**config.mk**
```make
export PLATFORM = sky130hd
export DESIGN_NAME = mem_bus_mux_flat
export DESIGN_NICKNAME = d
export VERILOG_FILES = /design/src/rtl/mem_bus_mux_pkg.sv /design/src/rtl/mem_bus_mux_if.sv /design/src/rtl/mem_bus_mux_timeout.sv /design/src/rtl/mem_bus_mux.sv /design/src/flat_wrapper.sv
export SDC_FILE = /design/constraint.sdc
export NUM_CORES = 1
export LEC_CHECK = 0
export ABC_AREA = 1
export CAP_MARGIN = 20
export CORE_AREA = 2 2 191 193
export DETAILED_ROUTE_END_ITERATION = 10
export DIE_AREA = 0 0 193 195
export PLACE_DENSITY = 0.41
export REMOVE_ABC_BUFFERS = 1
export SLEW_MARGIN = 20
export SYNTH_ARGS = -nofsm -noshare
export SYNTH_HDL_FRONTEND = slang
export SYNTH_HIERARCHICAL = 1
export SYNTH_SLANG_ARGS = --single-unit
```
**constraint.sdc**
```tcl
create_clock -name clk -period 2.8 [get_ports clk]
set_input_delay 0.28 -clock clk [delete_from_list [all_inputs] [get_ports clk]]
set_output_delay 0.28 -clock clk [all_outputs]
set_load 0.02 [all_outputs]
```
**src/rtl/mem_bus_mux_pkg.sv**
```systemverilog
// -----------------------------------------------------------------------------
// mem_bus_mux_pkg
// Shared memory-map constants and types for the CPU-to-core bus multiplexer:
//   - address prefixes (cpu_addr[31:24]) of the application FPGA cores
//   - prefix masks for area-wide and exact-core matching
//   - default illegal-instruction word returned on forced traps
//   - FSM state encoding
//   - small helper functions used by the decoder and error counter
// -----------------------------------------------------------------------------
package mem_bus_mux_pkg;

    // Area / core address prefixes, compared against cpu_addr[31:24]
    localparam logic [7:0] PFX_ROM    = 8'h00;
    localparam logic [7:0] PFX_RAM    = 8'h40;
    localparam logic [7:0] PFX_TRNG   = 8'hc0;
    localparam logic [7:0] PFX_TIMER  = 8'hc1;
    localparam logic [7:0] PFX_UDS    = 8'hc2;
    localparam logic [7:0] PFX_UART   = 8'hc3;
    localparam logic [7:0] PFX_TOUCH  = 8'hc4;
    localparam logic [7:0] PFX_FW_RAM = 8'hd0;
    localparam logic [7:0] PFX_TK1    = 8'hff;

    // Masks: area match uses only the top two address bits, core match all eight
    localparam logic [7:0] MASK_AREA  = 8'hc0;
    localparam logic [7:0] MASK_CORE  = 8'hff;

    localparam logic [31:0] ILLEGAL_INSTRUCTION_DEF = 32'h0000_0000;
    localparam logic [7:0]  ERR_COUNT_MAX           = 8'hff;

    typedef enum logic [1:0] {
        ST_IDLE   = 2'd0,
        ST_ACCESS = 2'd1,
        ST_RESP   = 2'd2
    } bus_state_e;

    // Masked prefix compare for one table entry
    function automatic logic prefix_match(input logic [7:0] pfx,
                                          input logic [7:0] base,
                                          input logic [7:0] mask);
        return ((pfx & mask) == (base & mask));
    endfunction

    // Increment that sticks at the maximum value
    function automatic logic [7:0] sat_inc8(input logic [7:0] v);
        logic [7:0] r;
        if (v == ERR_COUNT_MAX) begin
            r = v;
        end else begin
            r = v + 8'd1;
        end
        return r;
    endfunction

endpackage

```
**src/rtl/mem_bus_mux_if.sv**
```systemverilog
// -----------------------------------------------------------------------------
// mem_bus_mux_if
// Bundles the CPU native memory port and the shared downstream core bus.
//   CPU side   : cpu_valid/addr/wdata/wstrb, force_trap -> mem_ready/mem_rdata
//   Core side  : slv_cs (one-hot), slv_we/wstrb/addr/wdata (shared),
//                slv_rdata (flattened, 32 bits per core), slv_ready (per core)
// Modports:
//   slave  - the multiplexer (serves the CPU, drives the cores)
//   master - the environment (CPU and cores)
// -----------------------------------------------------------------------------
interface mem_bus_mux_if #(
    parameter int unsigned NUM_SLAVES = 8
);
    logic                       cpu_valid;
    logic [31:0]                cpu_addr;
    logic [31:0]                cpu_wdata;
    logic [3:0]                 cpu_wstrb;
    logic                       force_trap;
    logic                       mem_ready;
    logic [31:0]                mem_rdata;
    logic [NUM_SLAVES-1:0]      slv_cs;
    logic                       slv_we;
    logic [3:0]                 slv_wstrb;
    logic [31:0]                slv_addr;
    logic [31:0]                slv_wdata;
    logic [32*NUM_SLAVES-1:0]   slv_rdata;
    logic [NUM_SLAVES-1:0]      slv_ready;

    modport slave (
        input  cpu_valid, cpu_addr, cpu_wdata, cpu_wstrb, force_trap,
        input  slv_rdata, slv_ready,
        output mem_ready, mem_rdata,
        output slv_cs, slv_we, slv_wstrb, slv_addr, slv_wdata
    );

    modport master (
        output cpu_valid, cpu_addr, cpu_wdata, cpu_wstrb, force_trap,
        output slv_rdata, slv_ready,
        input  mem_ready, mem_rdata,
        input  slv_cs, slv_we, slv_wstrb, slv_addr, slv_wdata
    );
endinterface

```
**src/rtl/mem_bus_mux_timeout.sv**
```systemverilog
// -----------------------------------------------------------------------------
// bus_timeout
// 8-bit access timeout counter.
//   clk, reset_n : clock, synchronous active-low reset
//   clear        : return the count to zero (wins over enable)
//   enable       : count one waited cycle
//   expired      : count has reached TIMEOUT_CYCLES (count then holds)
// -----------------------------------------------------------------------------
module bus_timeout
    import mem_bus_mux_pkg::*;
#(
    parameter int unsigned TIMEOUT_CYCLES = 255
) (
    input  logic clk,
    input  logic reset_n,
    input  logic clear,
    input  logic enable,
    output logic expired
);
    localparam logic [7:0] LIMIT = 8'(TIMEOUT_CYCLES);

    logic [7:0] count_q;
    logic [7:0] count_d;

    // Next count: clear, count up to the limit, or hold
    always_comb begin
        count_d = count_q;
        if (clear) begin
            count_d = 8'd0;
        end else if (enable && (count_q != LIMIT)) begin
            count_d = count_q + 8'd1;
        end else begin
            count_d = count_q;
        end
    end

    // Count register
    always_ff @(posedge clk) begin
        if (!reset_n) begin
            count_q <= 8'd0;
        end else begin
            count_q <= count_d;
        end
    end

    assign expired = (count_q == LIMIT);

endmodule

```
**src/rtl/mem_bus_mux.sv**
```systemverilog
// -----------------------------------------------------------------------------
// mem_bus_mux
// Table-driven CPU-to-core memory bus multiplexer with access timeout,
// sticky bus-error status and forced-trap injection.
//   clk, reset_n : clock, synchronous active-low reset
//   bus          : CPU port + shared core bus (mem_bus_mux_if.slave)
//   err_clear    : one-cycle pulse clearing bus_err
//   bus_err      : sticky error flag (unmapped access or timeout)
//   err_addr     : cpu_addr of the most recent error
//   err_count    : saturating error counter
// -----------------------------------------------------------------------------
module mem_bus_mux
    import mem_bus_mux_pkg::*;
#(
    parameter int unsigned                 NUM_SLAVES          = 8,
    parameter logic [8*NUM_SLAVES-1:0]     SLAVE_BASE          = {NUM_SLAVES{8'h00}},
    parameter logic [8*NUM_SLAVES-1:0]     SLAVE_MASK          = {NUM_SLAVES{8'hff}},
    parameter int unsigned                 TIMEOUT_CYCLES      = 255,
    parameter logic [31:0]                 ILLEGAL_INSTRUCTION = ILLEGAL_INSTRUCTION_DEF
) (
    input  logic        clk,
    input  logic        reset_n,
    mem_bus_mux_if.slave bus,
    input  logic        err_clear,
    output logic        bus_err,
    output logic [31:0] err_addr,
    output logic [7:0]  err_count
);
    localparam int unsigned IDX_W = (NUM_SLAVES > 1) ? $clog2(NUM_SLAVES) : 1;

    bus_state_e             state_q, state_d;
    logic [IDX_W-1:0]       sel_q, sel_d;
    logic [IDX_W-1:0]       dec_idx_s, cur_idx_s;
    logic                   dec_hit_s;
    logic                   cur_ready_s;
    logic [31:0]            cur_rdata_s;
    logic [NUM_SLAVES-1:0]  cs_s;
    logic                   expired_s, to_clear_s, to_enable_s;
    logic                   rsp_load_s, err_now_s;
    logic [31:0]            rsp_data_s;

    logic                   mem_ready_q;
    logic [31:0]            mem_rdata_q;
    logic                   bus_err_q;
    logic [31:0]            err_addr_q;
    logic [7:0]             err_count_q;

    // Address decode: scan downwards so the lowest matching index is kept
    always_comb begin
        dec_hit_s = 1'b0;
        dec_idx_s = '0;
        for (int i = NUM_SLAVES - 1; i >= 0; i--) begin
            if (prefix_match(bus.cpu_addr[31:24], SLAVE_BASE[8*i +: 8], SLAVE_MASK[8*i +: 8])) begin
                dec_hit_s = 1'b1;
                dec_idx_s = IDX_W'(i);
            end else begin
                dec_idx_s = dec_idx_s;
            end
        end
    end

    // In ACCESS the latched index is used so later address changes are ignored
    assign cur_idx_s   = (state_q == ST_ACCESS) ? sel_q : dec_idx_s;
    assign cur_ready_s = bus.slv_ready[cur_idx_s];
    assign cur_rdata_s = bus.slv_rdata[32*int'(cur_idx_s) +: 32];

    // State register and latched slave index
    always_ff @(posedge clk) begin
        if (!reset_n) begin
            state_q <= ST_IDLE;
            sel_q   <= '0;
        end else begin
            state_q <= state_d;
            sel_q   <= sel_d;
        end
    end

    // Next-state logic
    always_comb begin
        state_d = state_q;
        sel_d   = sel_q;
        case (state_q)
            ST_IDLE: begin
                if (!bus.cpu_valid) begin
                    state_d = ST_IDLE;
                end else if (bus.force_trap || !dec_hit_s || cur_ready_s) begin
                    state_d = ST_RESP;
                end else begin
                    state_d = ST_ACCESS;
                    sel_d   = dec_idx_s;
                end
            end
            ST_ACCESS: begin
                if (expired_s || cur_ready_s) begin
                    state_d = ST_RESP;
                end else begin
                    state_d = ST_ACCESS;
                end
            end
            ST_RESP: begin
                state_d = ST_IDLE;
            end
            default: begin
                state_d = ST_IDLE;
            end
        endcase
    end

    // Chip select: independent of slave ready so ready may depend on cs
    always_comb begin
        cs_s = '0;
        case (state_q)
            ST_IDLE: begin
                if (bus.cpu_valid && !bus.force_trap && dec_hit_s) begin
                    cs_s[dec_idx_s] = 1'b1;
                end else begin
                    cs_s = '0;
                end
            end
            ST_ACCESS: begin
                if (!expired_s) begin
                    cs_s[sel_q] = 1'b1;
                end else begin
                    cs_s = '0;
                end
            end
            default: begin
                cs_s = '0;
            end
        endcase
    end

    // Response and error events for the edge that enters RESP
    always_comb begin
        rsp_load_s = 1'b0;
        rsp_data_s = 32'h0000_0000;
        err_now_s  = 1'b0;
        case (state_q)
            ST_IDLE: begin
                if (!bus.cpu_valid) begin
                    rsp_load_s = 1'b0;
                end else if (bus.force_trap) begin
                    rsp_load_s = 1'b1;
                    rsp_data_s = ILLEGAL_INSTRUCTION;
                end else if (!dec_hit_s) begin
                    rsp_load_s = 1'b1;
                    err_now_s  = 1'b1;
                end else if (cur_ready_s) begin
                    rsp_load_s = 1'b1;
                    rsp_data_s = cur_rdata_s;
                end else begin
                    rsp_load_s = 1'b0;
                end
            end
            ST_ACCESS: begin
                // A timed-out slave no longer sees cs, so expiry wins over ready
                if (expired_s) begin
                    rsp_load_s = 1'b1;
                    err_now_s  = 1'b1;
                end else if (cur_ready_s) begin
                    rsp_load_s = 1'b1;
                    rsp_data_s = cur_rdata_s;
                end else begin
                    rsp_load_s = 1'b0;
                end
            end
            default: begin
                rsp_load_s = 1'b0;
            end
        endcase
    end

    // Count only cycles where a slave is selected and not yet ready
    assign to_enable_s = (|cs_s) && !cur_ready_s;
    assign to_clear_s  = (state_d != ST_ACCESS);

    bus_timeout #(
        .TIMEOUT_CYCLES (TIMEOUT_CYCLES)
    ) u_timeout (
        .clk     (clk),
        .reset_n (reset_n),
        .clear   (to_clear_s),
        .enable  (to_enable_s),
        .expired (expired_s)
    );

    // Registered CPU response and error status
    always_ff @(posedge clk) begin
        if (!reset_n) begin
            mem_ready_q <= 1'b0;
            mem_rdata_q <= 32'h0000_0000;
            bus_err_q   <= 1'b0;
            err_addr_q  <= 32'h0000_0000;
            err_count_q <= 8'd0;
        end else begin
            mem_ready_q <= rsp_load_s;
            if (rsp_load_s) begin
                mem_rdata_q <= rsp_data_s;
            end
            // A new error takes precedence over a simultaneous clear
            if (err_now_s) begin
                bus_err_q   <= 1'b1;
                err_addr_q  <= bus.cpu_addr;
                err_count_q <= sat_inc8(err_count_q);
            end else if (err_clear) begin
                bus_err_q   <= 1'b0;
            end
        end
    end

    // cs is forced low while reset is held, whatever the state register says
    assign bus.slv_cs    = cs_s & {NUM_SLAVES{reset_n}};
    assign bus.slv_we    = |bus.cpu_wstrb;
    assign bus.slv_wstrb = bus.cpu_wstrb;
    assign bus.slv_addr  = bus.cpu_addr;
    assign bus.slv_wdata = bus.cpu_wdata;
    assign bus.mem_ready = mem_ready_q;
    assign bus.mem_rdata = mem_rdata_q;
    assign bus_err       = bus_err_q;
    assign err_addr      = err_addr_q;
    assign err_count     = err_count_q;

endmodule

```
**src/flat_wrapper.sv**
```systemverilog
// flat-port wrapper written by rule: the top's interface ports become plain ports
module mem_bus_mux_flat import mem_bus_mux_pkg::*;
#(
    parameter int unsigned                 NUM_SLAVES          = 8,
    parameter logic [8*NUM_SLAVES-1:0]     SLAVE_BASE          = {NUM_SLAVES{8'h00}},
    parameter logic [8*NUM_SLAVES-1:0]     SLAVE_MASK          = {NUM_SLAVES{8'hff}},
    parameter int unsigned                 TIMEOUT_CYCLES      = 255,
    parameter logic [31:0]                 ILLEGAL_INSTRUCTION = ILLEGAL_INSTRUCTION_DEF
)
  (clk, reset_n, err_clear, bus_err, err_addr, err_count, bus_cpu_valid, bus_cpu_addr, bus_cpu_wdata, bus_cpu_wstrb, bus_force_trap, bus_slv_rdata, bus_slv_ready, bus_mem_ready, bus_mem_rdata, bus_slv_cs, bus_slv_we, bus_slv_wstrb, bus_slv_addr, bus_slv_wdata);
  mem_bus_mux_if #(.NUM_SLAVES(NUM_SLAVES)) bus_i ();
  input  logic clk;
  input  logic reset_n;
  input  logic err_clear;
  output logic bus_err;
  output logic [31:0] err_addr;
  output logic [7:0] err_count;
  input wire logic [$bits(bus_i.cpu_valid)-1:0] bus_cpu_valid;
  input wire logic [$bits(bus_i.cpu_addr)-1:0] bus_cpu_addr;
  input wire logic [$bits(bus_i.cpu_wdata)-1:0] bus_cpu_wdata;
  input wire logic [$bits(bus_i.cpu_wstrb)-1:0] bus_cpu_wstrb;
  input wire logic [$bits(bus_i.force_trap)-1:0] bus_force_trap;
  input wire logic [$bits(bus_i.slv_rdata)-1:0] bus_slv_rdata;
  input wire logic [$bits(bus_i.slv_ready)-1:0] bus_slv_ready;
  output wire logic [$bits(bus_i.mem_ready)-1:0] bus_mem_ready;
  output wire logic [$bits(bus_i.mem_rdata)-1:0] bus_mem_rdata;
  output wire logic [$bits(bus_i.slv_cs)-1:0] bus_slv_cs;
  output wire logic [$bits(bus_i.slv_we)-1:0] bus_slv_we;
  output wire logic [$bits(bus_i.slv_wstrb)-1:0] bus_slv_wstrb;
  output wire logic [$bits(bus_i.slv_addr)-1:0] bus_slv_addr;
  output wire logic [$bits(bus_i.slv_wdata)-1:0] bus_slv_wdata;
  assign bus_i.cpu_valid = bus_cpu_valid;
  assign bus_i.cpu_addr = bus_cpu_addr;
  assign bus_i.cpu_wdata = bus_cpu_wdata;
  assign bus_i.cpu_wstrb = bus_cpu_wstrb;
  assign bus_i.force_trap = bus_force_trap;
  assign bus_i.slv_rdata = bus_slv_rdata;
  assign bus_i.slv_ready = bus_slv_ready;
  assign bus_mem_ready = bus_i.mem_ready;
  assign bus_mem_rdata = bus_i.mem_rdata;
  assign bus_slv_cs = bus_i.slv_cs;
  assign bus_slv_we = bus_i.slv_we;
  assign bus_slv_wstrb = bus_i.slv_wstrb;
  assign bus_slv_addr = bus_i.slv_addr;
  assign bus_slv_wdata = bus_i.slv_wdata;
  mem_bus_mux #(.NUM_SLAVES(NUM_SLAVES), .SLAVE_BASE(SLAVE_BASE), .SLAVE_MASK(SLAVE_MASK), .TIMEOUT_CYCLES(TIMEOUT_CYCLES), .ILLEGAL_INSTRUCTION(ILLEGAL_INSTRUCTION)) u_core (.clk(clk), .reset_n(reset_n), .bus(bus_i), .err_clear(err_clear), .bus_err(bus_err), .err_addr(err_addr), .err_count(err_count));
endmodule
```
==> results of run 1 <==
## area by class of cell
class                   instances  area (um2)  share of cell area [%]
repair buffers                204        2020                    31.0
multi-input cells             346        1740                    26.8
flip-flops and latches         84        1680                    25.8
well taps                     461         577                    8.85
clock buffers                   9         225                    3.46
inverters                      49         184                    2.82
clock inverters                 7        80.1                    1.23
diodes                          1        2.50                  0.0384
## metrics by stage
| step | power [uW] | setup slack, ns | hold slack, ns |
|---|---|---|---|
| 3_3_place_gp | 1730 | 0.348 | 0.459 |
| 5_1_grt | 3100 | 0.258 | 0.471 |
| 2_1_floorplan | 1390 | 0.281 | 0.401 |
| 6_report | 2960 | 0.446 | 0.475 |
| 3_5_place_dp | 1730 | 0.349 | 0.466 |
| 4_1_cts | 3020 | 0.0142 | 0.462 |
## cell families after synthesis
logic type | count (synthesis)
simple gates | 267
buf+inv | 154
flops | 84
compound gates | 67
xor+xnor | 3
fa+ha+maj | 2
other cells | 1
## sequential cells by signal, indices dropped and copies added, names as in the netlist
name,count
u_core/u_timeout/count_q,8
u_core/bus_err,1
u_core/bus.mem_rdata,32
u_core/err_addr,32
u_core/err_count,8
u_core/state_q,2
u_core/bus.mem_ready,1
## power groups by stage
stage | registers, uW | clock network [uW] | logic, uW
finish | 1230 | 1270 | 459
global route | 1240 | 1370 | 492
CTS | 1230 | 1320 | 466
detailed placement | 1260 | 0 | 464
global placement | 1260 | 0 | 466
floorplan | 1290 | 0 | 97.9
## synthesized netlist by cell type (all sizes together)
master	count	area share, %
nand2	116	11
buf	97	16
dfxtp	84	39
nand3	84	11
a21oi	64	7.7
inv	48	4.2
nor2	44	5.3
nand4	20	2.9
clkbuf	8	0.70
o21ai	3	0.35
xor2	3	0.61
ha	2	0.58
clkinv	1	0.087
conb	1	0.087
nand3b	1	0.17
nor3	1	0.23
or4	1	0.17
## per-layer routing
layer	track usage, %	vias up	part of all wire (%)
met1	10.3	1862	26
met2	21.9	230	46
li1	-	2029	-
met4	2.10	0	1.1
met3	16.7	24	26
met5	0	-	0
## final timing paths
kind	startpoint	to
max reg2reg	u_core/u_timeout/count_q[0]	u_core/err_count[3]
min reg2reg	u_core/bus.mem_rdata[0]	u_core/bus.mem_rdata[0]
min	u_core/bus.mem_rdata[0]	u_core/bus.mem_rdata[0]
max	u_core/u_timeout/count_q[0]	bus_slv_cs[0]
## repair_timing
| action | in CTS | in global routing |
|---|---|---|
| gates resized for setup | 0 | 1 |
| setup buffers | 0 | 0 |
| endpoints found under the setup margin | 0 | 1 |
| hold endpoints to repair | 0 | 0 |
## worst max-delay path: stages (launching register included)
cell	delay (ns)
dfxtp_1	0.34
ha_1	0.25
nand2_1	0.16
nor2_2	0.05
nand2_2	0.19
inv_2	0.08
inv_1	0.06
nand2_1	0.11
a21oi_4	0.20
dlymetal6s2s_1	0.27
==> results by group, run 1 <==
Placement
  • Post-DP HPWL: 21600 um
  • DP Cell Count: 1144
  • Post-Place Cell Area: 6210 um2
  • Port Buffers: 185
  • Gpl congestion: 0.758

Synth
  • Post-Synth Simple-Gate Area: 30.5%
  • Yosys Warn Count: 6
  • Synth Area in Adders: 0.581%
  • Synthesized area per cell: 7.46 um2
  • Distinct cells, synth: 28
  • Mux contribution to synthesized area: 0%
  • Netlist Area Pre-Place: 4310 um2
  • Post-synthesis sequential area ratio: 39.0%
  • Post-synthesis xor/xnor area fraction: 0.610%
  • #FFs+latches synth: 84
  • Largest family of logic cells by synthesized area: simple AND/OR/NAND/NOR gates
  • Synth Area in Compound Gates: 8.04%
  • Gate Count Post-Synth: 578

Floorplan
  • Die ar.: 37600 um2
  • CORE AREA: 35400 um2
  • # IOs: 488
  • Die W: 193 um
  • Die Ht: 195 um
  • Initial Util: 12.2%
  • Row count: 69

STA
  • Skew final: 0.00684 ns
  • Final hold viol count: 0
  • Min Tclk post-route: 2.35 ns
  • # setup viols final: 0
  • Final Max Slew Viols: 0
  • Fmax: 425 MHz
  • Final period utilization: 84.1%
  • Setup tns final: 0 ns
  • RSZ-0062 raised after global routing: false
  • Max-Slew Margin vs Limit: 53.2%
  • Worst-margin pin slew: 0.703 ns

Worst setup path
  • Worst Setup End Kind: output port
  • CP arrival: 2.07 ns
  • Startpoint Class: flip-flop
  • R2R setup slack: 0.57 ns
  • Crit path kind: reg2out
  • Crit-path max FO: 11
  • Path depth of the worst reg2reg path: 11
  • CP Data Required Time: 2.52 ns

Power
  • PwrDens: 455 nW/um2
  • VDD IR-drop max: 0.000283 V
  • P_sw: 816 uW
  • Combinational group share of total power: 15.5%
  • P_int: 2150 uW
  • Leak: 0.00241 uW
  • Seq pwr share: 41.7%
  • Switching part of the total: 27.6%
  • Clock power share: 42.8%

Routing
  • DRC violation count after routing: 0
  • Post-DR wirelength/cell: 22.3 um
  • DR iter-0 viols: 161
  • DR vias/cell: 3.57
  • Routed Wire Length: 25900 um
  • Via Count: 4145
  • DRT antenna net count: 0
  • Initial DRT Pass Iterations: 4

Cells and area
  • Area Overhead vs Synth: 51.2%
  • Most common cell after layout, fill and taps aside: clkdlybuf4s50_1
  • Filler instances: 4022
  • Nets: 1033
  • Layout cells sized above 1: 10.3%
  • Fin area: 6520 um2
  • Most frequent cells in the layout: clkdlybuf4s50_1 (184), nand2_1 (108), dfxtp_1 (84)
  • Fin cells: 1161
  • Final core utilization: 18.4%

GRT
  • Largest net degree at the start of global routing: 57
  • First-pass GRT wire length: 33900 um
  • Vias in the first global route: 3881
  • Congestion Overflow GR: 0
  • Initial antenna violation count: 5
  • GRT Util Overall: 13.5%

CTS
  • Worst-case clock buffer depth: 2
  • CTS tree: yes
  • Hold buffers post-CTS: 0
  • Root Buffer: clkbuf_16
  • Clock latency on the worst-skew pair: 0.36 ns
  • Clk sink count: 84
  • CTS H-tree lvls: 3
  • Num CTS Buffers: 9
  • Clock slew at reported path FFs: 0.07 ns

Hold path
  • Tightest Hold Check Type: reg2reg
  • Worst hold stages: 2

Run
  • MaxCap Viol Count: 0

Outcome
  • Outcome: finished, final reports clean
Note: power is estimated with default switching activity, not from simulation.
==> inputs of run 2 (changes only) <==
==> constraint.sdc (replaced) <==
create_clock -name clk -period 2.25 [get_ports clk]
set_input_delay 0.225 -clock clk [delete_from_list [all_inputs] [get_ports clk]]
set_output_delay 0.225 -clock clk [all_outputs]
set_load 0.02 [all_outputs]
==> results by group, run 2 (same netlist as run 1, synthesis figures left out) <==
STA
  • Min Tclk post-route: 2.07 ns
  • Worst-margin pin slew: 0.707 ns (+0.00399 ns)
  • Final Max Slew Viols: 0 (unchanged)
  • Final hold viol count: 0 (unchanged)
  • Max-Slew Margin vs Limit: 52.9% (-0.27 points)
  • Final period utilization: 91.9%
  • Skew final: 0.00777 ns (+0.000934 ns)
  • Fmax: 484 MHz
  • # setup viols final: 0 (unchanged)
  • Min Hold Slack: 0.432 ns (-0.0426 ns)
  • RSZ-0062 raised after global routing: false

Placement
  • Post-DP HPWL: 21700 um (+0.17%)
  • Port Buffers: 185 (unchanged)
  • Post-Place Cell Area: 6270 um2 (+1.0%)
  • DP Cell Count: 1151 (+0.61%)
  • Gpl congestion: 0.723 (-4.6%)

Worst setup path
  • CP Data Required Time: 2.03 ns (-0.49 ns)
  • Crit path kind: reg2out
  • Startpoint Class: flip-flop
  • Path depth of the worst reg2reg path: 16 (+5)
  • CP arrival: 1.84 ns (-0.23 ns)
  • Worst Setup End Kind: output port
  • Crit-path max FO: 4 (-7)

Hold path
  • Worst hold stages: 3 (+1)
  • Tightest Hold Check Type: in2reg

Routing
  • DRT antenna net count: 0 (unchanged)
  • Routed Wire Length: 26100 um (+0.60%)
  • DR vias/cell: 3.58 (+0.26%)
  • DR iter-0 viols: 214 (+33%)
  • Post-DR wirelength/cell: 22.3 um (about the same)
  • Via Count: 4181 (+0.87%)
  • Initial DRT Pass Iterations: 4 (unchanged)
  • DRC violation count after routing: 0 (unchanged)

GRT
  • First-pass GRT wire length: 34400 um (+1.3%)
  • Congestion Overflow GR: 0 (unchanged)
  • Met3 Use GR: 16.2% (-0.41 points)
  • Initial antenna violation count: 5 (unchanged)
  • Largest net degree at the start of global routing: 57 (unchanged)
  • Grt met2 use: 22.7% (+0.88 points)
  • GR Util met1: 10.5% (+0.17 points)
  • GRT busiest layer: met2
  • GRT Util Overall: 13.7% (+0.15 points)
  • Vias in the first global route: 3926 (+1.2%)

Floorplan
  • CORE AREA: 35400 um2 (unchanged)
  • Die W: 193 um (unchanged)
  • Die ar.: 37600 um2 (unchanged)
  • Row count: 69 (unchanged)
  • Initial Util: 12.2% (unchanged)
  • Die Ht: 195 um (unchanged)
  • # IOs: 488 (unchanged)

Run
  • MaxCap Viol Count: 0 (unchanged)

Cells and area
  • Fin cells: 1168 (+0.60%)
  • Area Overhead vs Synth: 51.9%
  • Nets: 1040 (+0.68%)
  • Fin area: 6540 um2 (+0.42%)
  • Layout cells sized above 1: 11.2% (+0.89 points)
  • Most frequent cells in the layout: clkdlybuf4s50_1 (184), nand2_1 (108), dfxtp_1 (84)
  • Final core utilization: 18.5% (+0.078 points)
  • Most common cell after layout, fill and taps aside: clkdlybuf4s50_1

CTS
  • Clock slew at reported path FFs: 0.07 ns (about the same)
  • Root Buffer: clkbuf_16
  • Num CTS Buffers: 9 (unchanged)
  • Worst-case clock buffer depth: 2 (unchanged)
  • Clk sink count: 84 (unchanged)
  • CTS H-tree lvls: 3 (unchanged)
  • Clock latency on the worst-skew pair: 0.36 ns (about the same)
  • CTS tree: yes

Power
  • Leak: 0.00241 uW (+0.22%)
  • VDD IR-drop max: 0.000356 V (+26%)
  • Tot Pwr: 3560 uW (+20%)
  • PwrDens: 545 nW/um2 (+20%)

Outcome
  • Outcome: finished, final reports clean
[run 2: changes by cell type in the layout (fill, tap and decap cells not counted), sizes merged]
cell / previous run / this run
buf: 19 / 27
inv: 52 / 51
dlymetal6s2s: 1 / 0
clkbuf: 9 / 10
clkinvlp: 1 / 2
bufinv: 1 / 0
[run 2: timing repair]
action / 4_1_cts / 5_1_grt
setup buffers: 0 / 0
resized for setup: 3 / 2
endpoints found under the hold margin: 0 / 0
setup endpoints to repair: 1 / 1
hold buffers: 0 / 0
[run 2: power by group]
part           leakage [uW]  internal [uW]  switching (uW)
clock              0.000130            760             690
combinational       0.00160            278             299
sequential         0.000681           1520            19.8
total               0.00241           2560            1010
[run 2: metal layers]
| metal | vias up | part of all wire (%) |
|---|---|---|
| met5 | - | 0 |
| met2 | 231 | 46 |
| li1 | 2041 | - |
| met1 | 1889 | 27 |
| met4 | 0 | 0.66 |
| met3 | 20 | 26 |
[run 2: area by class of cell]
type,instances,area [um2]
Tap cell,461,577
Clock inverter,6,46.3
Fill cell,4018,28900
Clock buffer,10,229
Inverter,49,184
Multi-Input combinational cell,346,1740
Sequential cell,84,1680
Antenna cell,1,2.50
Timing Repair Buffer,211,2080
[run 2: metrics by stage]
stage	setup slack (ns)	setup TNS (ns)
final	0.183	0
after global routing	0.0390	0
after CTS	0.0548	0
after detailed placement	-0.0983	-0.0983
after global placement	-0.115	-0.115
after floorplan	-0.269	-13.35
[run 2: path summary, 6_finish.rpt]
path,start,to,slack (ns)
setup / recovery,u_core/u_timeout/count_q[0],bus_slv_cs[0],0.18
setup reg to reg,u_core/u_timeout/count_q[0],u_core/u_timeout/count_q[6],0.26
hold / removal,bus_slv_rdata[0],u_core/bus.mem_rdata[0],0.43
hold reg to reg,u_core/u_timeout/count_q[5],u_core/u_timeout/count_q[5],0.48
[run 2: worst max-delay path, stage by stage, from the launching register on]
cell,delay [ns]
dfxtp_1,0.35
ha_1,0.25
nand2_1,0.16
nor2_2,0.05
nand2_2,0.07
inv_2,0.05
inv_1,0.04
nand2_1,0.12
a21oi_4,0.20
buf_2,0.20
==> inputs of run 3 (changes only) <==
--- a/config.mk
+++ b/config.mk
@@ -10,7 +10,6 @@
 export CORE_AREA = 2 2 191 193
 export DETAILED_ROUTE_END_ITERATION = 10
 export DIE_AREA = 0 0 193 195
-export PLACE_DENSITY = 0.41
 export REMOVE_ABC_BUFFERS = 1
 export SLEW_MARGIN = 20
 export SYNTH_ARGS = -nofsm -noshare
==> results by group, run 3 (same netlist as run 1, synthesis figures left out) <==
Worst setup path
  • Cell mode on critical path: nand2_1
  • CP arrival: 1.82 ns (-0.02 ns)
  • CP Data Required Time: 2.03 ns (about the same)
  • R2R setup slack: 0.26 ns (about the same)
  • Crit path kind: reg2out
  • Buf+Inv Stages, Crit Path: 3 (unchanged)
  • Crit-path max FO: 4 (unchanged)
  • Startpoint Class: flip-flop
  • Max incr delay on CP: 0.34 ns (about the same)
  • Worst path slowest cell: dfxtp_1
  • Worst Setup End Kind: output port
  • Crit-path leading delay family: simple AND/OR/NAND/NOR gates
  • Crit-path cells: ha_1 > nand2_1 > nor2_2 > nand2_2 > inv_2 > inv_1 > nand2_1 > a21oi_4 > clkbuf_2

CTS
  • Worst-case clock buffer depth: 2 (unchanged)
  • CTS H-tree lvls: 3 (unchanged)
  • Num CTS Buffers: 9 (unchanged)
  • Clock slew at reported path FFs: 0.07 ns (about the same)
  • Clk sink count: 84 (unchanged)
  • Clock latency on the worst-skew pair: 0.35 ns (about the same)
  • Postcts setup bufs: 0 (unchanged)
  • CTS tree: yes
  • Root Buffer: clkbuf_16

STA
  • Fmax: 489 MHz (+1.1%)
  • Final period utilization: 90.9% (-0.99 points)
  • Skew final: 0.00931 ns (+0.00153 ns)
  • Worst-margin pin slew: 0.652 ns (-0.0541 ns)
  • Min Tclk post-route: 2.04 ns (-0.0224 ns)
  • RSZ-0062 raised after global routing: false
  • Setup tns final: 0 ns (unchanged)
  • # setup viols final: 0 (unchanged)
  • Final hold viol count: 0 (unchanged)
  • Final Max Slew Viols: 0 (unchanged)
  • Max-Slew Margin vs Limit: 56.5% (+3.6 points)

Placement
  • Port Buffers: 185 (unchanged)
  • Gpl congestion: 0.792 (+9.5%)
  • DP Cell Count: 1150 (-0.087%)
  • Post-DP HPWL: 22000 um (+1.2%)

Routing
  • Via Count: 4106 (-1.8%)
  • DRC violation count after routing: 0 (unchanged)
  • DRT antenna net count: 0 (unchanged)
  • Routed Wire Length: 25800 um (-1.0%)
  • DR iter-0 viols: 153 (-29%)
  • DR vias/cell: 3.52 (-1.7%)
  • Initial DRT Pass Iterations: 7 (+3)
  • Post-DR wirelength/cell: 22.1 um (-0.92%)

Cells and area
  • Area Overhead vs Synth: 52.8%
  • Most common cell after layout, fill and taps aside: clkdlybuf4s50_1
  • Nets: 1039 (-0.096%)
  • Most frequent cells in the layout: clkdlybuf4s50_1 (184), nand2_1 (108), dfxtp_1 (84)
  • Filler instances: 3975 (-1.1%)
  • Layout cells sized above 1: 11.2% (+0.016 points)
  • Fin cells: 1167 (-0.086%)

Floorplan
  • CORE AREA: 35400 um2 (unchanged)
  • Die W: 193 um (unchanged)
  • Initial Util: 12.2% (unchanged)
  • Die Ht: 195 um (unchanged)
  • # IOs: 488 (unchanged)
  • Row count: 69 (unchanged)
  • Die ar.: 37600 um2 (unchanged)

GRT
  • GRT Util Overall: 13.5% (-0.19 points)
  • Vias in the first global route: 3960 (+0.87%)
  • Initial antenna violation count: 5 (unchanged)
  • First-pass GRT wire length: 33600 um (-2.3%)
  • Congestion Overflow GR: 0 (unchanged)
  • Largest net degree at the start of global routing: 57 (unchanged)

Hold path
  • Tightest Hold Check Type: in2reg

Power
  • PwrDens: 573 nW/um2 (+5.2%)
  • VDD IR-drop max: 0.000458 V (+29%)
  • Leak: 0.00243 uW (+0.49%)

Outcome
  • Outcome: finished, final reports clean

Run
  • MaxCap Viol Count: 0 (unchanged)
[run 3: per-layer routing]
layer	vias to the layer above	wire, um	track usage, %
li1	2037	-	-
met1	1847	6530	9.58
met2	199	12600	23.3
met3	21	6330	15.6
met4	2	296	2.33
met5	-	13	0
[run 3: worst paths after layout]
path	startpoint	to	cells past startpoint
worst max-delay path	u_core/u_timeout/count_q[0]	bus_slv_cs[0]	9
worst min-delay path	bus_slv_rdata[7]	u_core/bus.mem_rdata[7]	3
worst max register to register	u_core/u_timeout/count_q[0]	u_core/u_timeout/count_q[4]	15
worst min register to register	u_core/bus.mem_rdata[3]	u_core/bus.mem_rdata[3]	2
[run 3: layout make-up]
class | instances | area [um2] | area share [%]
inverters | 49 | 184 | 2.79
multi-input cells | 346 | 1750 | 26.6
well taps | 461 | 577 | 8.76
diodes | 1 | 2.50 | 0.0380
clock buffers | 9 | 225 | 3.42
clock inverters | 7 | 104 | 1.58
flip-flops and latches | 84 | 1680 | 25.5
repair buffers | 210 | 2060 | 31.3
[run 3: repair_timing]
action                                  in CTS  in global routing
endpoints found under the setup margin       1                  2
gates resized for setup                      2                  2
hold buffers                                 0                  0
[run 3: tightest hold or removal path: stages]
cell and delay, ns:
clkdlybuf4s50_1 0.40, nand3_1 0.08, nand2_1 0.04
[run 3: through the flow]
step / total power, uW / cell area (um2) / setup WS, ns / hold WS [ns] / utilization, %
6_report: 3770 / 6580 / 0.205 / 0.439 / 18.6
4_1_cts: 3840 / 6580 / 0.00659 / 0.425 / 18.6
3_3_place_gp: 2150 / 6250 / -0.150 / 0.452 / 17.7
3_5_place_dp: 2150 / 6250 / -0.154 / 0.452 / 17.7
5_1_grt: 3940 / 6580 / 0.0193 / 0.432 / 18.6
2_1_floorplan: 1730 / 3610 / -0.269 / 0.346 / -
[run 3: power breakdown]
group          leakage (uW)  total, uW  internal [uW]  switching, uW
logic               0.00159        574            276            298
clock network      0.000155       1660            989            673
registers          0.000681       1540           1520           19.7
total               0.00243       3770           2780            990
